--- src/rtl/la_pkg.sv ---
// Shared definitions for the logic-analyser capture controller:
// capture FSM state encoding and default buffer/count widths.
package la_pkg;

    localparam int LA_ADDR_W = 5;
    localparam int LA_CNT_W  = 5;

    typedef enum logic [1:0] {
        LA_IDLE  = 2'd0,
        LA_ARMED = 2'd1,
        LA_POST  = 2'd2,
        LA_DONE  = 2'd3
    } la_state_t;

endpackage

--- src/rtl/la_addr_ctr.sv ---
// Sample buffer write-address counter: ADDR_W-bit wrap counter with a
// synchronous clear (priority over increment) and a wrap pulse that is high
// in the cycle whose increment rolls the address from all-ones back to zero.
module la_addr_ctr
    import la_pkg::*;
#(
    parameter int ADDR_W = LA_ADDR_W
) (
    input  logic              CLK,
    input  logic              RST_N,
    input  logic              clr,
    input  logic              inc,
    output logic [ADDR_W-1:0] addr,
    output logic              wrap
);

    // A clear in the same cycle suppresses the wrap, since the address is forced to 0.
    assign wrap = inc & ~clr & (addr == {ADDR_W{1'b1}});

    // Address register: clear wins over increment.
    always_ff @(posedge CLK or negedge RST_N) begin
        if (!RST_N) begin
            addr <= '0;
        end else if (clr) begin
            addr <= '0;
        end else if (inc) begin
            addr <= addr + ADDR_W'(1);
        end
    end

endmodule

--- src/rtl/la_capture_ctrl.sv ---
// Logic-analyser capture controller: run/write-enable/status-strobe control
// plus a circular sample buffer address, arm/trigger FSM and a programmable
// post-trigger sample count.
// Optional build macro LA_TRIG_EDGE_EN: trigger on the rising edge of trig
// instead of its level.
//
// Handshake note: there is no valid/ready pair here; a sample is written in
// every cycle where la_we is high, and la_addr advances on that same edge.
module la_capture_ctrl
    import la_pkg::*;
#(
    parameter int ADDR_W = LA_ADDR_W,
    parameter int CNT_W  = LA_CNT_W
) (
    input  logic              CLK,
    input  logic              RST_N,
    input  logic              step_en,
    input  logic              in_init,
    input  logic              stop_n,
    input  logic              arm,
    input  logic              trig,
    input  logic [CNT_W-1:0]  post_cnt,
    output logic              la_run,
    output logic              la_we,
    output logic [ADDR_W-1:0] la_addr,
    output logic [ADDR_W-1:0] trig_addr,
    output logic              wrapped,
    output logic              done,
    output logic              sts_ce,
    output la_state_t         dbg_state
);

    la_state_t        state, state_d;
    logic [CNT_W-1:0] cnt;
    logic             in_init_q;
    logic             la_run_q;
    logic             done_pulse;
    logic             wr;
    logic             trig_eff;
    logic             trig_hit;
    logic             ctr_wrap;

    // Running unless the processor has been in init for two consecutive cycles.
    assign la_run = step_en | ~(in_init & in_init_q);

    // Sample write qualifier: only while capturing and not stopped.
    assign wr = stop_n & la_run & ((state == LA_ARMED) | (state == LA_POST));

`ifdef LA_TRIG_EDGE_EN
    logic trig_q;

    // Previous trig level, tracked every cycle independent of writes.
    always_ff @(posedge CLK or negedge RST_N) begin
        if (!RST_N) begin
            trig_q <= 1'b0;
        end else begin
            trig_q <= trig;
        end
    end

    assign trig_eff = trig & ~trig_q;
`else
    assign trig_eff = trig;
`endif

    // A trigger only counts when it coincides with a written pre-trigger sample.
    assign trig_hit = (state == LA_ARMED) & wr & trig_eff;

    la_addr_ctr #(.ADDR_W(ADDR_W)) u_addr_ctr (
        .CLK   (CLK),
        .RST_N (RST_N),
        .clr   (arm),
        .inc   (wr),
        .addr  (la_addr),
        .wrap  (ctr_wrap)
    );

    // FSM state register.
    always_ff @(posedge CLK or negedge RST_N) begin
        if (!RST_N) begin
            state <= LA_IDLE;
        end else begin
            state <= state_d;
        end
    end

    // FSM next-state logic; arm overrides every other condition.
    always_comb begin
        state_d = state;
        if (arm) begin
            state_d = LA_ARMED;
        end else begin
            case (state)
                LA_ARMED: begin
                    if (trig_hit) begin
                        state_d = (post_cnt == '0) ? LA_DONE : LA_POST;
                    end
                end
                LA_POST: begin
                    if (wr && (cnt == CNT_W'(1))) begin
                        state_d = LA_DONE;
                    end
                end
                default: state_d = state;
            endcase
        end
    end

    // FSM outputs.
    always_comb begin
        la_we     = wr;
        done      = (state == LA_DONE);
        sts_ce    = (~la_run & la_run_q) | done_pulse;
        dbg_state = state;
    end

    // Run history and the one-cycle strobe marking entry into DONE.
    always_ff @(posedge CLK or negedge RST_N) begin
        if (!RST_N) begin
            in_init_q  <= 1'b0;
            la_run_q   <= 1'b0;
            done_pulse <= 1'b0;
        end else begin
            in_init_q  <= in_init;
            la_run_q   <= la_run;
            done_pulse <= (state_d == LA_DONE) & (state != LA_DONE);
        end
    end

    // Post-trigger countdown, trigger address and sticky pre-trigger wrap flag.
    always_ff @(posedge CLK or negedge RST_N) begin
        if (!RST_N) begin
            cnt       <= '0;
            trig_addr <= '0;
            wrapped   <= 1'b0;
        end else if (arm) begin
            cnt       <= '0;
            trig_addr <= '0;
            wrapped   <= 1'b0;
        end else begin
            if (trig_hit) begin
                cnt       <= post_cnt;
                trig_addr <= la_addr;
            end else if ((state == LA_POST) && wr && (cnt != CNT_W'(1))) begin
                cnt <= cnt - CNT_W'(1);
            end
            if ((state == LA_ARMED) && ctr_wrap) begin
                wrapped <= 1'b1;
            end
        end
    end

endmodule

--- config.mk ---
export PLATFORM = sky130hd
export DESIGN_NAME = la_capture_ctrl
export DESIGN_NICKNAME = d
export VERILOG_FILES = /design/src/rtl/la_pkg.sv /design/src/rtl/la_addr_ctr.sv /design/src/rtl/la_capture_ctrl.sv
export SDC_FILE = /design/constraint.sdc
export NUM_CORES = 1
export LEC_CHECK = 0
export ABC_AREA = 1
export BUFFER_PORTS_ARGS = -buffer_cell sky130_fd_sc_hd__buf_2
export CORE_AREA = 10 10 49 79
export CTS_BUF_LIST = sky130_fd_sc_hd__clkbuf_8
export DETAILED_ROUTE_END_ITERATION = 8
export DIE_AREA = 0 0 59 89
export PLACE_DENSITY = 0.82
export SYNTH_ARGS = -nofsm -noshare
export SYNTH_HDL_FRONTEND = slang
export SYNTH_SLANG_ARGS = --single-unit
--- constraint.sdc ---
create_clock -name CLK -period 2.5 [get_ports CLK]
set_input_delay 0.25 -clock CLK [delete_from_list [all_inputs] [get_ports CLK]]
set_output_delay 0.25 -clock CLK [all_outputs]
set_load 0.02 [all_outputs]
==> results.json <==
{
  "root_buffer": "clkbuf_8",
  "hp-start": "in_init",
  "met1_length_mm": 1.088,
  "wl_met2_mm": 1.637,
  "diodes": 0,
  "finalHoldViolCount": 0,
  "synth_area_leaders": "dfrtp_1, ha_1, nand2_1",
  "p_per_area_nw_per_um2": 1013,
  "min_path_cells": 1,
  "clk_latency_ns": 0.26,
  "grt_start_max_net_pins": 22,
  "setup_slack_ns": 0.4240,
  "crit_required_ns": 2.25,
  "synthToLayoutAreaGrowth_pct": 18.87,
  "syn-mean-instance-area_sq_um": 8.652,
  "crit_path_end_kind": "output port",
  "outcome": "complete, no violations",
  "rr_startpoint": "dbg_state[0]",
  "dr.pass1.iters": 4,
  "fillers": 252,
  "synth.ff_latch_count": 21,
  "reg2reg_to": "cnt[4]",
  "cts_buffer_depth": 2,
  "top_layer": "met4",
  "vias": 1048,
  "cp_max_fo": 7,
  "viasPerCell": 5.214,
  "fin_crit_ns": 2.076,
  "clock-sinks": 21,
  "syn_area_sq_um": 1220,
  "multi_input_area_sq_um": 601.8,
  "setup_viol": 0,
  "clkSlewWorstSetupHoldPaths_ns": 0.08,
  "tightest_slew_ns": 0.4902,
  "setup_tns_ns": 0,
  "gr-total-overflow": 0,
  "fin_nets": 195,
  "first_global_vias": 1202,
  "rsz0062_at_grt": "no",
  "critPathArrivalTime_ns": 1.83,
  "gp_congestion": 0.9493,
  "startpoint_type": "flip-flop",
  "period_share": 0.8304,
  "synth.yosys.seq_area_share": 0.4308,
  "whs_endpoint": "in_init_q",
  "syn_nets": 161,
  "post_drt_wl_per_cell_um": 14.65,
  "rr_worst_depth": 9,
  "drcViolationCount": 0,
  "cts_tree": "done",
  "fp.dieW_um": 59,
  "seq_area_sq_um": 525.5,
  "layout-drive-gt1-share": 0.2701,
  "chipHeight_um": 89,
  "max_freq_mhz": 481.7,
  "clock_skew_ns": 0.001565,
  "rows": 25,
  "synth_cell_type_count": 27,
  "yosys.area.top_type_share": 0.4308,
  "final_cell_mix": "buf_2, nand2_1, inv_1",
  "slew_violations": 0,
  "hpwl_mm": 2.442,
  "design_area_sq_um": 1450,
  "ant_nets": 0,
  "place_area_sq_um": 1394,
  "wl_met3_um": 170,
  "post_cts_buffers": 0,
  "synth_cells": 141,
  "fp.coreArea_sq_um": 2628,
  "finalWirelength_mm": 2.944,
  "crit_chain": "inv_1 > ha_1 > nor2_4 > nand2_2 > inv_2 > buf_2",
  "min_path_type": "input pin to flip-flop",
  "pin_count": 29,
  "io_buffer_count": 28,
  "initial_core_util": 0.4643,
  "antenna_found_initial": 0,
  "slew_headroom": 0.6732,
  "grt_pass1_wl_mm": 5.133,
  "critical_path_class": "flip-flop to output port",
  "final_common_cell": "buf_2",
  "r2r_setup_slack_ns": 0.62,
  "cpPeakStageDelay_ns": 0.46,
  "first_iter_violations": 18,
  "synth_top_area_cell": "dfrtp_1",
  "crit_slowest_cell": "dfrtp_1",
  "cts_made_buffers": 3,
  "cap_violations": 0,
  "p_leak_nw": 0.7687,
  "post-place-ws_ns": 0.6409,
  "yosysWarnings": 0,
  "htree_num_levels": 1,
  "dieArea_sq_um": 5251,
  "grtUsageTotal": 0.1232,
  "vdd.ir_drop.worst_uv": 726.6
}
per-layer routing:
| metal | global-route usage | vias up |
|---|---|---|
| met5 | 0 | - |
| met4 | 0.05241 | 0 |
| met3 | 0.03698 | 6 |
| met2 | 0.2332 | 31 |
| met1 | 0.1158 | 492 |
| li1 | - | 519 |
worst max-delay path, delay by kind of cell, from the launching register on:
| family | cells | cell delay, ns |
|---|---|---|
| flops | 1 | 0.46 |
| buf+inv | 3 | 0.39 |
| fa+ha+maj | 1 | 0.39 |
| simple gates | 2 | 0.33 |
report_power, final:
part           internal (mW)  switching, mW
Sequential             0.410         0.0732
Combinational          0.271          0.489
Clock                  0.111          0.115
Total                  0.792          0.677
synth_stat cells:
| cell | instances |
|---|---|
| o21a_1 | 1 |
| inv_1 | 22 |
| o21ai_2 | 3 |
| o21ai_0 | 13 |
| nand3_4 | 1 |
| nor3_1 | 1 |
| inv_2 | 1 |
| dfrtp_1 | 21 |
| xnor2_1 | 1 |
| nor2_4 | 2 |
| nand3_2 | 2 |
| o21bai_1 | 2 |
| a32o_1 | 1 |
| nand4_1 | 1 |
| nand2_2 | 2 |
| or2_1 | 1 |
| ha_1 | 8 |
| a21oi_1 | 3 |
| o2bb2ai_1 | 1 |
| nand3_1 | 7 |
| nand2_1 | 26 |
| inv_4 | 1 |
| xor2_1 | 2 |
| nand4_4 | 1 |
| o22ai_1 | 2 |
| nor2_1 | 13 |
| nand2_4 | 2 |
stage by stage:
step | hold slack (ns) | instances | power [mW] | utilization
5_1_grt | 0.1177 | 201 | 1.580 | 0.5519
6_report | 0.1143 | 201 | 1.469 | 0.5519
2_1_floorplan | -0.04559 | 141 | 1.047 | -
3_3_place_gp | 0.2197 | 196 | 1.205 | 0.5305
4_1_cts | 0.1118 | 201 | 1.478 | 0.5519
3_5_place_dp | 0.2321 | 196 | 1.246 | 0.5305
worst max-delay path by stage:
stage	start	to	slack, ns	depth (start not counted)
5_1_grt	dbg_state[0]	la_we	0.32	6
2_1_floorplan	dbg_state[0]	cnt[3]	0.65	9
3_5_place_dp	dbg_state[0]	cnt[4]	0.64	9
6_report	dbg_state[0]	la_we	0.42	6
3_3_place_gp	dbg_state[0]	cnt[3]	0.77	7
4_1_cts	dbg_state[0]	la_we	0.44	6
kinds of logic (layout without fill, tap and decap cells):
kind of cell,after synthesis,in the layout,share of synthesized area
XOR/XNOR,3,3,0.02154
adder cells (fa/ha/maj),8,8,0.08205
buffers and inverters,24,57,0.07590
flip-flops,21,21,0.4308
AND/OR/NAND/NOR,59,59,0.2585
AO/OA/AOI/OAI,26,26,0.1313
registers in the layout (all words and copies together), names as in the netlist:
| name | cells |
|---|---|
| la_run_q | 1 |
| dbg_state | 2 |
| u_addr_ctr.addr | 5 |
| cnt | 5 |
| wrapped | 1 |
| done_pulse | 1 |
| in_init_q | 1 |
| trig_addr | 5 |
final cells by class:
| class | count | area share |
|---|---|---|
| Multi-Input combinational cell | 96 | 0.4150 |
| Clock buffer | 3 | 0.02847 |
| Timing Repair Buffer | 29 | 0.1035 |
| Inverter | 24 | 0.06385 |
| Sequential cell | 21 | 0.3624 |
| Clock inverter | 1 | 0.003451 |
| Tap cell | 27 | 0.02330 |
what timing repair did:
action                    CTS  global route
hold endpoints to repair   21             0
hold buffers                1             0
gates resized for setup     0             0
(Power assumes the default switching activity.)
